$ cat config.mk
export PLATFORM = sky130hd
export DESIGN_NAME = pc_sequencer_flat
export DESIGN_NICKNAME = d
export VERILOG_FILES = /design/src/rtl/pc_seq_if.sv /design/src/rtl/pc_sequencer.sv /design/src/flat_wrapper.sv
export SDC_FILE = /design/constraint.sdc
export NUM_CORES = 1
export LEC_CHECK = 0
export ABC_AREA = 1
export CORE_ASPECT_RATIO = 1.4
export CORE_MARGIN = 2
export CORE_UTILIZATION = 55
export DETAILED_ROUTE_END_ITERATION = 7
export PLACE_DENSITY_LB_ADDON = 0.2
export SLEW_MARGIN = 15
export SYNTH_ARGS = -nofsm -noshare
export SYNTH_HDL_FRONTEND = slang
export SYNTH_SLANG_ARGS = --single-unit
$ cat constraint.sdc
create_clock -name clk -period 3.9 [get_ports clk]
set_input_delay 0.78 -clock clk [delete_from_list [all_inputs] [get_ports clk]]
set_output_delay 0.78 -clock clk [all_outputs]
set_load 0.02 [all_outputs]
$ cat src/rtl/pc_seq_if.sv
// pc_seq_if: groups the fetch-stage control and status signals of the PC sequencer.
//   master modport: decode/control and fetch side. It drives the requests and reads the PC state.
//   slave  modport: pc_sequencer. It receives the requests and drives the PC state.
// Signals:
//   stall, fetch_ready, branch_req, branch_target, exc_req, eret_req   (master -> slave)
//   pc, pc_valid, epc, exc_bd, addr_err                                (slave -> master)
interface pc_seq_if #(
    parameter int WIDTH = 32
);
    logic             stall;
    logic             fetch_ready;
    logic             branch_req;
    logic [WIDTH-1:0] branch_target;
    logic             exc_req;
    logic             eret_req;
    logic [WIDTH-1:0] pc;
    logic             pc_valid;
    logic [WIDTH-1:0] epc;
    logic             exc_bd;
    logic             addr_err;

    modport master (
        output stall, fetch_ready, branch_req, branch_target, exc_req, eret_req,
        input  pc, pc_valid, epc, exc_bd, addr_err
    );

    modport slave (
        input  stall, fetch_ready, branch_req, branch_target, exc_req, eret_req,
        output pc, pc_valid, epc, exc_bd, addr_err
    );
endinterface

$ cat src/rtl/pc_sequencer.sv
// pc_sequencer: holds the fetch program counter for the MIPS fetch stage.
// Each cycle it selects the next PC from one of these sources:
//   - the sequential increment,
//   - a branch or jump redirect, with an optional delay slot,
//   - the exception vector, which also captures EPC and the branch-delay flag,
//   - an ERET return to EPC.
// Ports:
//   clk    clock. All state updates on the rising edge.
//   reset  synchronous, active-high reset.
//   bus    pc_seq_if.slave. It carries these signals:
//            inputs:  stall, fetch_ready, branch_req, branch_target, exc_req, eret_req
//            outputs: pc, pc_valid, epc, exc_bd, addr_err. All outputs are registered.
module pc_sequencer #(
    parameter int               WIDTH        = 32,
    parameter logic [WIDTH-1:0] RESET_VECTOR = 32'h00400020,
    parameter logic [WIDTH-1:0] EXC_VECTOR   = 32'h80000180,
    parameter int               INCR         = 4,
    parameter bit               DELAY_SLOT   = 1'b1
) (
    input  logic      clk,
    input  logic      reset,
    pc_seq_if.slave   bus
);
    localparam logic [WIDTH-1:0] INCR_W = WIDTH'(INCR);

    typedef enum logic {
        ST_SEQ,   // normal sequential fetch
        ST_SLOT   // redirect pending; pc addresses the delay slot
    } state_t;

    state_t           state_q, state_d;
    logic [WIDTH-1:0] pc_q, pc_d;
    logic [WIDTH-1:0] target_q, target_d;
    logic [WIDTH-1:0] epc_q, epc_d;
    logic             pc_valid_q, pc_valid_d;
    logic             exc_bd_q, exc_bd_d;
    logic             addr_err_q, addr_err_d;

    logic             adv;
    logic [WIDTH-1:0] aligned_target;
    logic             misaligned;

    always_comb begin
        adv            = pc_valid_q & bus.fetch_ready & ~bus.stall;
        aligned_target = {bus.branch_target[WIDTH-1:2], 2'b00};
        misaligned     = |bus.branch_target[1:0];

        pc_d       = pc_q;
        state_d    = state_q;
        target_d   = target_q;
        epc_d      = epc_q;
        exc_bd_d   = exc_bd_q;
        addr_err_d = 1'b0;
        // pc_valid becomes 1 on the first edge out of reset and stays 1.
        pc_valid_d = 1'b1;

        if (pc_valid_q && bus.exc_req) begin
            // An exception ignores stall and fetch_ready. In the delay slot,
            // EPC points back at the branch so the branch is re-executed after return.
            if (state_q == ST_SLOT) begin
                epc_d    = pc_q - INCR_W;
                exc_bd_d = 1'b1;
            end else begin
                epc_d    = pc_q;
                exc_bd_d = 1'b0;
            end
            pc_d     = EXC_VECTOR;
            state_d  = ST_SEQ;
            target_d = '0;
        end else if (adv) begin
            if (bus.eret_req) begin
                pc_d     = epc_q;
                state_d  = ST_SEQ;
                target_d = '0;
            end else if (state_q == ST_SLOT) begin
                // A branch request in the delay slot is ignored here.
                pc_d    = target_q;
                state_d = ST_SEQ;
            end else if (bus.branch_req) begin
                addr_err_d = misaligned;
                if (DELAY_SLOT) begin
                    pc_d     = pc_q + INCR_W;
                    target_d = aligned_target;
                    state_d  = ST_SLOT;
                end else begin
                    pc_d = aligned_target;
                end
            end else begin
                pc_d = pc_q + INCR_W;
            end
        end
    end

    always_ff @(posedge clk) begin
        if (reset) begin
            state_q    <= ST_SEQ;
            pc_q       <= RESET_VECTOR;
            target_q   <= '0;
            epc_q      <= '0;
            pc_valid_q <= 1'b0;
            exc_bd_q   <= 1'b0;
            addr_err_q <= 1'b0;
        end else begin
            state_q    <= state_d;
            pc_q       <= pc_d;
            target_q   <= target_d;
            epc_q      <= epc_d;
            pc_valid_q <= pc_valid_d;
            exc_bd_q   <= exc_bd_d;
            addr_err_q <= addr_err_d;
        end
    end

    assign bus.pc       = pc_q;
    assign bus.pc_valid = pc_valid_q;
    assign bus.epc      = epc_q;
    assign bus.exc_bd   = exc_bd_q;
    assign bus.addr_err = addr_err_q;
endmodule

$ cat src/flat_wrapper.sv
// flat-port wrapper written by rule: the top's interface ports become plain ports
module pc_sequencer_flat 
#(
    parameter int               WIDTH        = 32,
    parameter logic [WIDTH-1:0] RESET_VECTOR = 32'h00400020,
    parameter logic [WIDTH-1:0] EXC_VECTOR   = 32'h80000180,
    parameter int               INCR         = 4,
    parameter bit               DELAY_SLOT   = 1'b1
)
  (clk, reset, bus_stall, bus_fetch_ready, bus_branch_req, bus_branch_target, bus_exc_req, bus_eret_req, bus_pc, bus_pc_valid, bus_epc, bus_exc_bd, bus_addr_err);
  pc_seq_if #(.WIDTH(WIDTH)) bus_i ();
  input  logic clk;
  input  logic reset;
  input wire logic [$bits(bus_i.stall)-1:0] bus_stall;
  input wire logic [$bits(bus_i.fetch_ready)-1:0] bus_fetch_ready;
  input wire logic [$bits(bus_i.branch_req)-1:0] bus_branch_req;
  input wire logic [$bits(bus_i.branch_target)-1:0] bus_branch_target;
  input wire logic [$bits(bus_i.exc_req)-1:0] bus_exc_req;
  input wire logic [$bits(bus_i.eret_req)-1:0] bus_eret_req;
  output wire logic [$bits(bus_i.pc)-1:0] bus_pc;
  output wire logic [$bits(bus_i.pc_valid)-1:0] bus_pc_valid;
  output wire logic [$bits(bus_i.epc)-1:0] bus_epc;
  output wire logic [$bits(bus_i.exc_bd)-1:0] bus_exc_bd;
  output wire logic [$bits(bus_i.addr_err)-1:0] bus_addr_err;
  assign bus_i.stall = bus_stall;
  assign bus_i.fetch_ready = bus_fetch_ready;
  assign bus_i.branch_req = bus_branch_req;
  assign bus_i.branch_target = bus_branch_target;
  assign bus_i.exc_req = bus_exc_req;
  assign bus_i.eret_req = bus_eret_req;
  assign bus_pc = bus_i.pc;
  assign bus_pc_valid = bus_i.pc_valid;
  assign bus_epc = bus_i.epc;
  assign bus_exc_bd = bus_i.exc_bd;
  assign bus_addr_err = bus_i.addr_err;
  pc_sequencer #(.WIDTH(WIDTH), .RESET_VECTOR(RESET_VECTOR), .EXC_VECTOR(EXC_VECTOR), .INCR(INCR), .DELAY_SLOT(DELAY_SLOT)) u_core (.clk(clk), .reset(reset), .bus(bus_i));
endmodule
# After elaboration in Yosys (flattened, before gate mapping)

Index checks and enable logic that the tools add are counted.

Bitwise logic cells: 5
Mux-type cells: 13
Reductions and logical operators: 7
Add/sub/neg operators: 2
Equal/unequal tests: 1

Operator list:

| kind                                                                 | number |
|---|---|
| 32-bit two-way mux                                                   | 8 |
| 32-bit by 3-bit adder with 32-bit output, second input constant      | 1 |
| 32-bit by 3-bit subtractor with 32-bit output, second input constant | 1 |
| 6-bit OR reduction                                                   | 1 |
| 1-bit two-way mux                                                    | 5 |
| 2-bit nonzero test                                                   | 2 |
| 2-bit OR reduction                                                   | 2 |
| 1-bit NOT                                                            | 3 |
| 3-bit AND reduction                                                  | 1 |
| 1-bit bitwise AND                                                    | 2 |
| 2-bit inequality test, second input constant                         | 1 |
| 1-bit logical AND                                                    | 1 |

Register bits: 100
Word-level logic and storage cells: 36
Input port bits: 39
Output and inout bits: 67

# Depth between registers and ports, before layout

Gate-level depths: netlist of the first run.

Word-level depth: 5
Gate-level depth with buffers: 13
Mapped depth without buffers: 12

# Worst setup path after synthesis of the first run

OpenSTA, ideal clock, no wires.

Kind: input to register
From: in bus_fetch_ready
To: reg u_core.target_q[10]
Required time: 3.808 ns
Slack: 2.142 ns
Library setup time: 0.092 ns
Stages: 7
Data arrival time: 1.666 ns
Path buffers: 1
Path through: nand2_1 > nor2_4 > inv_2 > nor2_2 > nand4_1 > clkbuf_1 > o32ai_1

Word-level cells in the longest chain between the ends: 3

RTL lines:

| item                            | RTL line            | RTL |
|---|---|---|
| start, declared                 | flat_wrapper.sv:15  | `input wire logic [$bits(bus_i.fetch_ready)-1:0] bus_fetch_ready;` |
| 1-bit bitwise AND (2 in series) | pc_sequencer.sv:44  | `adv = pc_valid_q & bus.fetch_ready & ~bus.stall;` |
| 3-bit AND reduction (no line)   | --                  |  |
| end signal, assigned            | pc_sequencer.sv:106 | `target_q <= target_d;` |
| end, declared                   | pc_sequencer.sv:33  | `logic [WIDTH-1:0] target_q, target_d;` |

Every way passes these cells.
A chain may end at the register's enable or synchronous reset.

# Worst setup path after layout of the first run

From: in bus_exc_req
To: reg u_core.target_q[10]

Word-level cells in the longest chain between the ends: 2

RTL lines:

| item                         | RTL line           | RTL |
|---|---|---|
| start, declared              | flat_wrapper.sv:18 | `input wire logic [$bits(bus_i.exc_req)-1:0] bus_exc_req;` |
| 1-bit logical AND            | pc_sequencer.sv:57 | `if (pc_valid_q && bus.exc_req) begin` |
| 2-bit OR reduction (no line) | --                 |  |

Every way passes these cells.

==> qor.csv, run 1 <==
metric;value;unit
outcome;finished clean;
most common cell in the synthesized netlist;nand2_1;
post-cts hold buffer count;0;
top_reg_cell synth;dfxtp_1;
worst min path class;reg -> reg;
effective utilization at floorplan;0.563;
Syn Nets;880;
largest net degree at the start of global routing;40;
CTS root buffer;clkbuf_16;
Peak VDD IR;0.000328;V
Worst Path Arrival;2.99;ns
post-synthesis xor/xnor area fraction;0.0363;
die area;10900;um^2
Critical Path Sink Type;flip-flop;
Tmin final;2.74;ns
Worst-path clk slew;0.07;ns
top-area cell type share of the netlist area;0.354;
Post-synth EDFFs;0;
WL/cell;18.8;um
flops & latches, synth;98;
CTS Buf Count;9;
Seq/Total Area, Yosys;0.354;
die span in x;88.9;um
crit-path max FO;31;
wire length of the first global-routing pass;30.9;mm
# nets final;959;
largest family of logic cells by synthesized area;simple AND/OR/NAND/NOR gates;
CP Capture Point;u_core.target_q[10];
worst setup margin;1.16;ns
Synth top cells by count;nand2_1, inv_1, dfxtp_1;
post-synthesis simple-gate area fraction;0.270;
GRT overflow;0;
H-tree lvl count;3;
final setup fails;0;
postcts setup bufs;0;
CTS Sinks;98;
post-synth cell types;38;
detailed-placement wirelength estimate;14.6;mm
Pre-Repair DR Iteration Count;6;
via count of the first global-routing pass;5971;
Max-Cap Viols;0;
Setup TNS;0;ns
Hold Path Origin;u_core.bus.exc_bd;
post-synthesis mux area share;0;
hold depth;2;
antenna cells;0;
# rows;43;
Slew HR;0.329;
Synth Area in Compound Gates;0.221;
Die Ht;123;um
WHS;0.483;ns
antenna-violating nets left;0;
TritonCTS clock tree;yes;
Worst Reg2Reg Path Length in Cells;8;
crit path from;bus_exc_req;
# DRC;0;
port bufs;105;
CTS resizes;0;
core box area;9850;um^2
initial antenna violation count;0;
synth warn;0;
post-synthesis adder-cell area fraction;0.00451;
Mapped Cells;839;
clock skew;0.00690;ns
Post-synth ARST share;0;
crit start category;input port;
clk_lat worst skew;0.35;ns
ratio of cells with drive above 1 in the final layout;0.0553;
Worst Tran Pin Value;1.00;ns
Final Cycle Share;0.703;
dpl ws;0.811;ns
leakage power;2.74;nW
RePlAce Congestion;0.987;
num ports;106;
Crit Reg-Reg Startpoint;u_core.bus.pc[2];
RSZ-0062 raised after global routing;no;
Netlist Area Pre-Place;5550;um^2
Crit Reg-Reg Endpoint;u_core.bus.pc[16];
Max Fclk;365;MHz
via count of the routed design;6365;
Detailed Route WL;19.9;mm
Total GRT Usage;0.371;
Fin. Hold Viols;0;
Final Slew Violations;0;
initial drt markers;569;
P per Cell Area;340;nW/um^2
Worst Path Class, Setup;in -> reg;
buffer depth of the longest clock path;2;
Layout Area Growth over Synthesis;25.1;%
DR vias/cell;6.02;
ranking of synthesized cells by area;dfxtp_1, nand2_1, a21oi_1;
flop-to-flop setup slack;1.61;ns
Yosys top cell by area;dfxtp_1;
Avg Inst Size Synth;6.61;um^2
Req. time, crit path;4.15;ns
[critical path, cell delays in order]
cell,delay [ns]
clkdlybuf4s50_1,0.44
nand2_1,0.17
inv_1,0.11
nor2_4,0.42
inv_1,0.59
o32ai_1,0.47
[cells by family after synthesis]
group,Yosys count
AND/OR/NAND/NOR,345
AO/OA/AOI/OAI,212
buffers and inverters,159
flip-flops,98
XOR/XNOR,23
adder cells (fa/ha/maj),2
[state kept, by name, indices dropped and copies added (netlist names)]
| name | count |
|---|---|
| u_core.bus.pc_valid | 1 |
| u_core.bus.addr_err | 1 |
| u_core.target_q | 30 |
| u_core.bus.exc_bd | 1 |
| u_core.bus.pc | 32 |
| u_core.bus.epc | 32 |
| u_core.state_q | 1 |
[power by group]
part / total [mW] / switching [mW] / internal [mW]
clock network: 0.944 / 0.434 / 0.510
registers: 1.07 / 0.0452 / 1.03
logic: 0.344 / 0.208 / 0.136
[how the worst min path moves through the flow]
| stage | endpoint | slack, ns |
|---|---|---|
| 2_1_floorplan | u_core.target_q[2] | 0.46 |
| 3_3_place_gp | u_core.bus.exc_bd | 0.46 |
| 3_5_place_dp | u_core.bus.exc_bd | 0.47 |
| 4_1_cts | u_core.bus.exc_bd | 0.48 |
| 5_1_grt | u_core.bus.epc[24] | 0.51 |
| 6_report | u_core.bus.exc_bd | 0.48 |
[cells in the final DEF, fill, tap and decap left out, types with 2 or more instances in the layout]
master,count
nand2_1,173
inv_1,108
clkdlybuf4s50_1,105
dfxtp_1,98
a21oi_1,88
nor2_1,82
o21ai_0,67
nand3_1,46
xor2_1,23
o32ai_1,22
nor2_2,13
nor3_1,10
o22ai_1,10
buf_4,10
nand4_1,9
clkbuf_16,9
o211ai_1,7
a22oi_1,6
nor2_4,4
o221ai_1,4
nand3_2,3
inv_2,2
clkinv_1,2
a31oi_1,2
nor4_1,2
ha_1,2
[through the flow]
| step | power [mW] | area [um^2] | util | std cells |
|---|---|---|---|---|
| floorplan | 1.28 | 5550 | - | 839 |
| global placement | 1.42 | 6630 | 0.673 | 1042 |
| CTS | 2.35 | 6940 | 0.705 | 1058 |
| finish | 2.36 | 6940 | 0.705 | 1058 |
| global route | 2.43 | 6940 | 0.705 | 1058 |
| detailed placement | 1.43 | 6630 | 0.673 | 1042 |
[layout make-up]
class                           instances  area, um^2
Multi-Input combinational cell        582        2950
Clock buffer                            9         225
Tap cell                              135         169
Sequential cell                        98        1960
Clock inverter                          7        87.6
Timing Repair Buffer                  115        1130
Inverter                              112         420
Fill cell                             851        2910
[layer usage]
layer | global-route usage | share of wire | vias up
li1 | - | - | 2933
met1 | 0.462 | 0.38 | 2970
met2 | 0.611 | 0.49 | 385
met3 | 0.0619 | 0.080 | 77
met4 | 0.186 | 0.046 | 0
met5 | 0 | 0 | -
(Power assumes the default switching activity.)
==> run 2: changes to the inputs <==
--- a/config.mk
+++ b/config.mk
@@ -8,7 +8,7 @@
 export ABC_AREA = 1
 export CORE_ASPECT_RATIO = 1.4
 export CORE_MARGIN = 2
-export CORE_UTILIZATION = 55
+export CORE_UTILIZATION = 53
 export DETAILED_ROUTE_END_ITERATION = 7
 export PLACE_DENSITY_LB_ADDON = 0.2
 export SLEW_MARGIN = 15
==> constraint.sdc (replaced) <==
create_clock -name clk -period 2.6 [get_ports clk]
set_input_delay 0.52 -clock clk [delete_from_list [all_inputs] [get_ports clk]]
set_output_delay 0.52 -clock clk [all_outputs]
set_load 0.02 [all_outputs]
==> qor.csv, run 2 (synthesis gave the netlist of run 1 again) <==
metric;value;unit;change
outcome;finished clean;;unchanged
postcts setup bufs;0;;unchanged
DR vias/cell;5.86;;was 6.02
Setup TNS;0;ns;unchanged
TritonCTS clock tree;yes;;unchanged
Cells after DPL;1052;;was 1042
RePlAce Congestion;0.983;;was 0.987
Total GRT Usage;0.357;;was 0.371
die span in x;90.5;um;was 88.9 um
Peak VDD IR;0.000336;V;was 0.000328 V
Hold Path Origin;u_core.bus.exc_bd;;unchanged
Final Cycle Share;0.837;;
RSZ-0062 raised after global routing;no;;unchanged
effective utilization at floorplan;0.539;;was 0.563
Worst Path Class, Setup;reg -> out;;was in -> reg
CTS root buffer;clkbuf_16;;unchanged
via count of the routed design;6257;;was 6365
Tmin final;2.18;ns;
Critical Path Sink Type;output port;;was flip-flop
final setup fails;0;;unchanged
largest net degree at the start of global routing;38;;was 40
critical-path cell with the highest stage delay;clkdlybuf4s50_1;;was inv_1
commonest cells after routing, fill and taps aside;nand2_1, inv_1, clkdlybuf4s50_1;;unchanged
via count of the first global-routing pass;6097;;was 5971
Pwr Total;3.48;mW;was 2.36 mW
clk_lat worst skew;0.35;ns;about the same
Final Non-Filler Cells;1068;;was 1058
# nets final;966;;was 959
dpl ws;0.184;ns;was 0.811 ns
CTS Buf Count;9;;unchanged
Worst-path clk slew;0.07;ns;about the same
antenna-violating nets left;0;;unchanged
Worst Path Arrival;1.66;ns;was 2.99 ns
Die Ht;125;um;was 123 um
crit-path leading delay family;buffers and inverters;;unchanged
clock skew;0.00626;ns;was 0.00690 ns
initial antenna violation count;0;;unchanged
CTS resizes;0;;unchanged
Req. time, crit path;2.08;ns;was 4.15 ns
worst-path cell chain;clkdlybuf4s50_1;;was clkdlybuf4s50_1 > nand2_1 > inv_1 > nor2_4 > inv_1 > o32ai_1
WL/cell;18.8;um;about the same
wire length of the first global-routing pass;32.0;mm;was 30.9 mm
CTS Sinks;98;;unchanged
most common cell after layout, fill and taps aside;nand2_1;;unchanged
Worst Tran Pin Value;0.989;ns;was 1.00 ns
peak per-stage delay on the critical path;0.70;ns;was 0.59 ns
WP buf/inv;1;;was 3
crit-path max FO;10;;was 31
detailed-placement wirelength estimate;15.3;mm;was 14.6 mm
ratio of cells with drive above 1 in the final layout;0.0624;;was 0.0553
P per Cell Area;498;nW/um^2;was 340 nW/um^2
Final Slew Violations;0;;unchanged
crit start category;flip-flop;;was input port
core box area;10300;um^2;was 9850 um^2
Max-Cap Viols;0;;unchanged
die area;11300;um^2;was 10900 um^2
Detailed Route WL;20.1;mm;was 19.9 mm
num ports;106;;unchanged
Slew HR;0.340;;was 0.329
Fin. Hold Viols;0;;unchanged
Storage cell area;1960;um^2;unchanged
# rows;44;;was 43
worst min path class;reg -> reg;;unchanged
Pre-Repair DR Iteration Count;5;;was 6
antenna cells;0;;unchanged
multi-input logic area;2950;um^2;unchanged
initial drt markers;591;;was 569
Layout Area Growth over Synthesis;26.0;%;was 25.1%
crit path from;u_core.bus.pc[19];;was bus_exc_req
port bufs;105;;unchanged
worst setup margin;0.425;ns;was 1.16 ns
# DRC;0;;unchanged
buffer depth of the longest clock path;2;;unchanged
leakage power;2.77;nW;was 2.74 nW
flop-to-flop setup slack;0.43;ns;was 1.61 ns
H-tree lvl count;3;;unchanged
GRT overflow;0;;unchanged
Max Fclk;460;MHz;
Crit Reg-Reg Startpoint;u_core.bus.pc[3];;was u_core.bus.pc[2]
post-cts hold buffer count;0;;unchanged
FILL cells;950;;was 851
-- run 2: area by class of cell --
class,instances,area share
clock inverters,6,0.00788
clock buffers,10,0.0342
well taps,138,0.0247
inverters,112,0.0602
multi-input cells,582,0.422
flip-flops and latches,98,0.281
repair buffers,122,0.170
-- run 2: tightest hold or removal path, stage by stage, from the launching register on --
cell,delay (ns)
dfxtp_1,0.34
nand2_1,0.05
o21ai_0,0.06
-- run 2: power breakdown --
part | switching, mW | internal [mW]
registers | 0.0650 | 1.54
clock network | 0.651 | 0.695
logic | 0.317 | 0.211
-- run 2: path summary, 6_finish.rpt --
check | endpoint | cells after the start
worst max-delay path | bus_pc[19] | 1
worst min-delay path | u_core.bus.exc_bd | 2
worst max register to register | u_core.bus.pc[22] | 11
worst min register to register | u_core.bus.exc_bd | 2
-- run 2: metal layers --
layer  global-route usage  share of wire  vias up
met5                    0              0        -
li1                     -              -     2937
met4                0.227          0.061        0
met1                0.442           0.39     2890
met3               0.0512          0.078       73
met2                0.579           0.48      357
-- run 2: through the flow --
| stage | util | area, um^2 | hold slack (ns) |
|---|---|---|---|
| after floorplan | - | 5550 | 0.463 |
| after CTS | 0.679 | 6990 | 0.487 |
| after detailed placement | 0.650 | 6690 | 0.460 |
| after global placement | 0.650 | 6690 | 0.460 |
| after global routing | 0.679 | 6990 | 0.513 |
| final | 0.679 | 6990 | 0.489 |
==> run 3: changes to the inputs <==
--- a/config.mk
+++ b/config.mk
@@ -8,7 +8,7 @@
 export ABC_AREA = 1
 export CORE_ASPECT_RATIO = 1.4
 export CORE_MARGIN = 2
-export CORE_UTILIZATION = 53
+export CORE_UTILIZATION = 48
 export DETAILED_ROUTE_END_ITERATION = 7
 export PLACE_DENSITY_LB_ADDON = 0.2
 export SLEW_MARGIN = 15
==> constraint.sdc (replaced) <==
create_clock -name clk -period 1.77 [get_ports clk]
set_input_delay 0.354 -clock clk [delete_from_list [all_inputs] [get_ports clk]]
set_output_delay 0.354 -clock clk [all_outputs]
set_load 0.02 [all_outputs]
==> qor.csv, run 3 (synthesis gave the netlist of run 1 again) <==
metric;value;unit;change
outcome;finished clean;;unchanged
Peak VDD IR;0.000544;V;was 0.000336 V
Pre-Repair DR Iteration Count;5;;unchanged
Final Cycle Share;0.987;;
Max Fclk;573;MHz;
GRT overflow;0;;unchanged
Worst Reg2Reg Path Length in Cells;9;;was 11
WL/cell;17.6;um;was 18.8 um
Die Ht;131;um;was 125 um
leakage power;3.25;nW;was 2.77 nW
commonest cells after routing, fill and taps aside;nand2_1, inv_1, a21oi_1;;was nand2_1, inv_1, clkdlybuf4s50_1
wire length of the first global-routing pass;30.7;mm;was 32.0 mm
clock skew;0.00917;ns;was 0.00626 ns
die area;12400;um^2;was 11300 um^2
Switching Power;1.49;mW;was 1.03 mW
CTS Buf Count;9;;unchanged
via count of the first global-routing pass;5817;;was 6097
P per Cell Area;697;nW/um^2;was 498 nW/um^2
Critical Path Sink Type;output port;;unchanged
Slew HR;0.745;;was 0.340
initial antenna violation count;0;;unchanged
Max-Cap Viols;0;;unchanged
Worst-path clk slew;0.07;ns;about the same
Worst Path Class, Setup;reg -> out;;unchanged
Fin. Hold Viols;0;;unchanged
# rows;46;;was 44
crit start category;flip-flop;;unchanged
num ports;106;;unchanged
die span in x;94.9;um;was 90.5 um
Layout Area Growth over Synthesis;36.4;%;was 26.0%
Cells after DPL;1112;;was 1052
Final Non-Filler Cells;1129;;was 1068
CTS root buffer;clkbuf_16;;unchanged
Total GRT Usage;0.319;;was 0.357
H-tree lvl count;3;;unchanged
WP buf/inv;1;;unchanged
DR vias/cell;5.54;;was 5.86
final instance area;7560;um^2;was 6990 um^2
buffer depth of the longest clock path;2;;unchanged
Worst Path Arrival;1.39;ns;was 1.66 ns
antenna-violating nets left;0;;unchanged
worst-path cell chain;clkdlybuf4s50_1;;unchanged
initial drt markers;487;;was 591
Clock power frac;0.394;;was 0.387
antenna cells;0;;unchanged
peak per-stage delay on the critical path;0.64;ns;was 0.70 ns
Tmin final;1.75;ns;
FILL cells;1040;;was 950
port bufs;105;;unchanged
Seq pwr share;0.447;;was 0.462
placed inst area;7200;um^2;was 6690 um^2
ratio of cells with drive above 1 in the final layout;0.144;;was 0.0624
Critical Path Stages;1;;unchanged
effective utilization at floorplan;0.492;;was 0.539
CTS Sinks;98;;unchanged
final setup fails;0;;unchanged
WHS;0.468;ns;was 0.489 ns
detailed-placement wirelength estimate;15.4;mm;was 15.3 mm
clk_lat worst skew;0.35;ns;about the same
worst min path class;reg -> reg;;unchanged
Combinational Power Share;0.159;;was 0.152
# nets final;1021;;was 966
Worst Tran Pin Value;0.381;ns;was 0.989 ns
Req. time, crit path;1.42;ns;was 2.08 ns
RePlAce Congestion;0.992;;was 0.983
# DRC;0;;unchanged
crit-path leading delay family;buffers and inverters;;unchanged
Detailed Route WL;19.8;mm;was 20.1 mm
crit-path max FO;3;;was 10
via count of the routed design;6260;;was 6257
TritonCTS clock tree;yes;;unchanged
fin util;0.671;;was 0.679
core box area;11300;um^2;was 10300 um^2
largest net degree at the start of global routing;35;;was 38
critical-path cell with the highest stage delay;clkdlybuf4s50_1;;unchanged
switching share of power;0.283;;was 0.297
hold depth;2;;unchanged
Pwr Total;5.28;mW;was 3.48 mW
Final Slew Violations;0;;unchanged
post-cts hold buffer count;0;;unchanged
Int Power;3.78;mW;was 2.45 mW
most common cell after layout, fill and taps aside;nand2_1;;unchanged
## run 3: cell count changes in the layout (fill, tap and decap cells not counted), sizes merged
cell           change
dlymetal6s2s       +3
buf               +55
dlygate4sd2       +26
inv                -1
clkdlybuf4s50     -29
bufinv             +1
## run 3: timing repair
action,CTS,global route
gates resized for setup,37,24
buffers inserted,0,1
setup endpoints to repair,30,35
pin swaps,0,3
## run 3: area by class of cell
cell class | instances | area, um^2 | share of cell area
clock inverter | 6 | 71.3 | 0.00943
inverter | 112 | 424 | 0.0561
multi-input combinational | 582 | 3000 | 0.396
timing repair buffer | 177 | 1670 | 0.220
tap | 144 | 180 | 0.0238
sequential | 98 | 1980 | 0.262
clock buffer | 10 | 239 | 0.0316
## run 3: tightest hold or removal path: cells and delay by family, from the launching register on
family          cells  cell delay (ns)
compound gates      1             0.06
simple gates        1             0.05
flops               1             0.33
## run 3: routing by layer
metal	global-route usage	share of wire	wire [um]
met4	0.138	0.041	817
met3	0.0373	0.052	1020
met5	0	0	0
met1	0.408	0.41	8140
met2	0.533	0.50	9840
## run 3: stage by stage
step                setup WS (ns)  TNS (ns)
floorplan                  0.0320         0
CTS                       0.00176         0
global route              -0.0245   -0.0481
finish                     0.0236         0
global placement         -0.00421  -0.00689
detailed placement        -0.0828     -1.73
## run 3: power by group through the flow
stage	Clock (mW)	Sequential (mW)	Combinational, mW
global route	2.17	2.36	0.914
CTS	2.09	2.35	0.831
finish	2.08	2.36	0.840
global placement	0	2.40	0.837
floorplan	0	2.43	0.391
detailed placement	0	2.40	0.843
## run 3: path summary, 6_finish.rpt
| kind | from | slack [ns] | end |
|---|---|---|---|
| worst min-delay path | u_core.bus.exc_bd | 0.47 | u_core.bus.exc_bd |
| worst max register to register | u_core.bus.pc[2] | 0.05 | u_core.bus.epc[26] |
| worst min register to register | u_core.bus.exc_bd | 0.47 | u_core.bus.exc_bd |
| worst max-delay path | u_core.bus.epc[3] | 0.02 | bus_epc[3] |
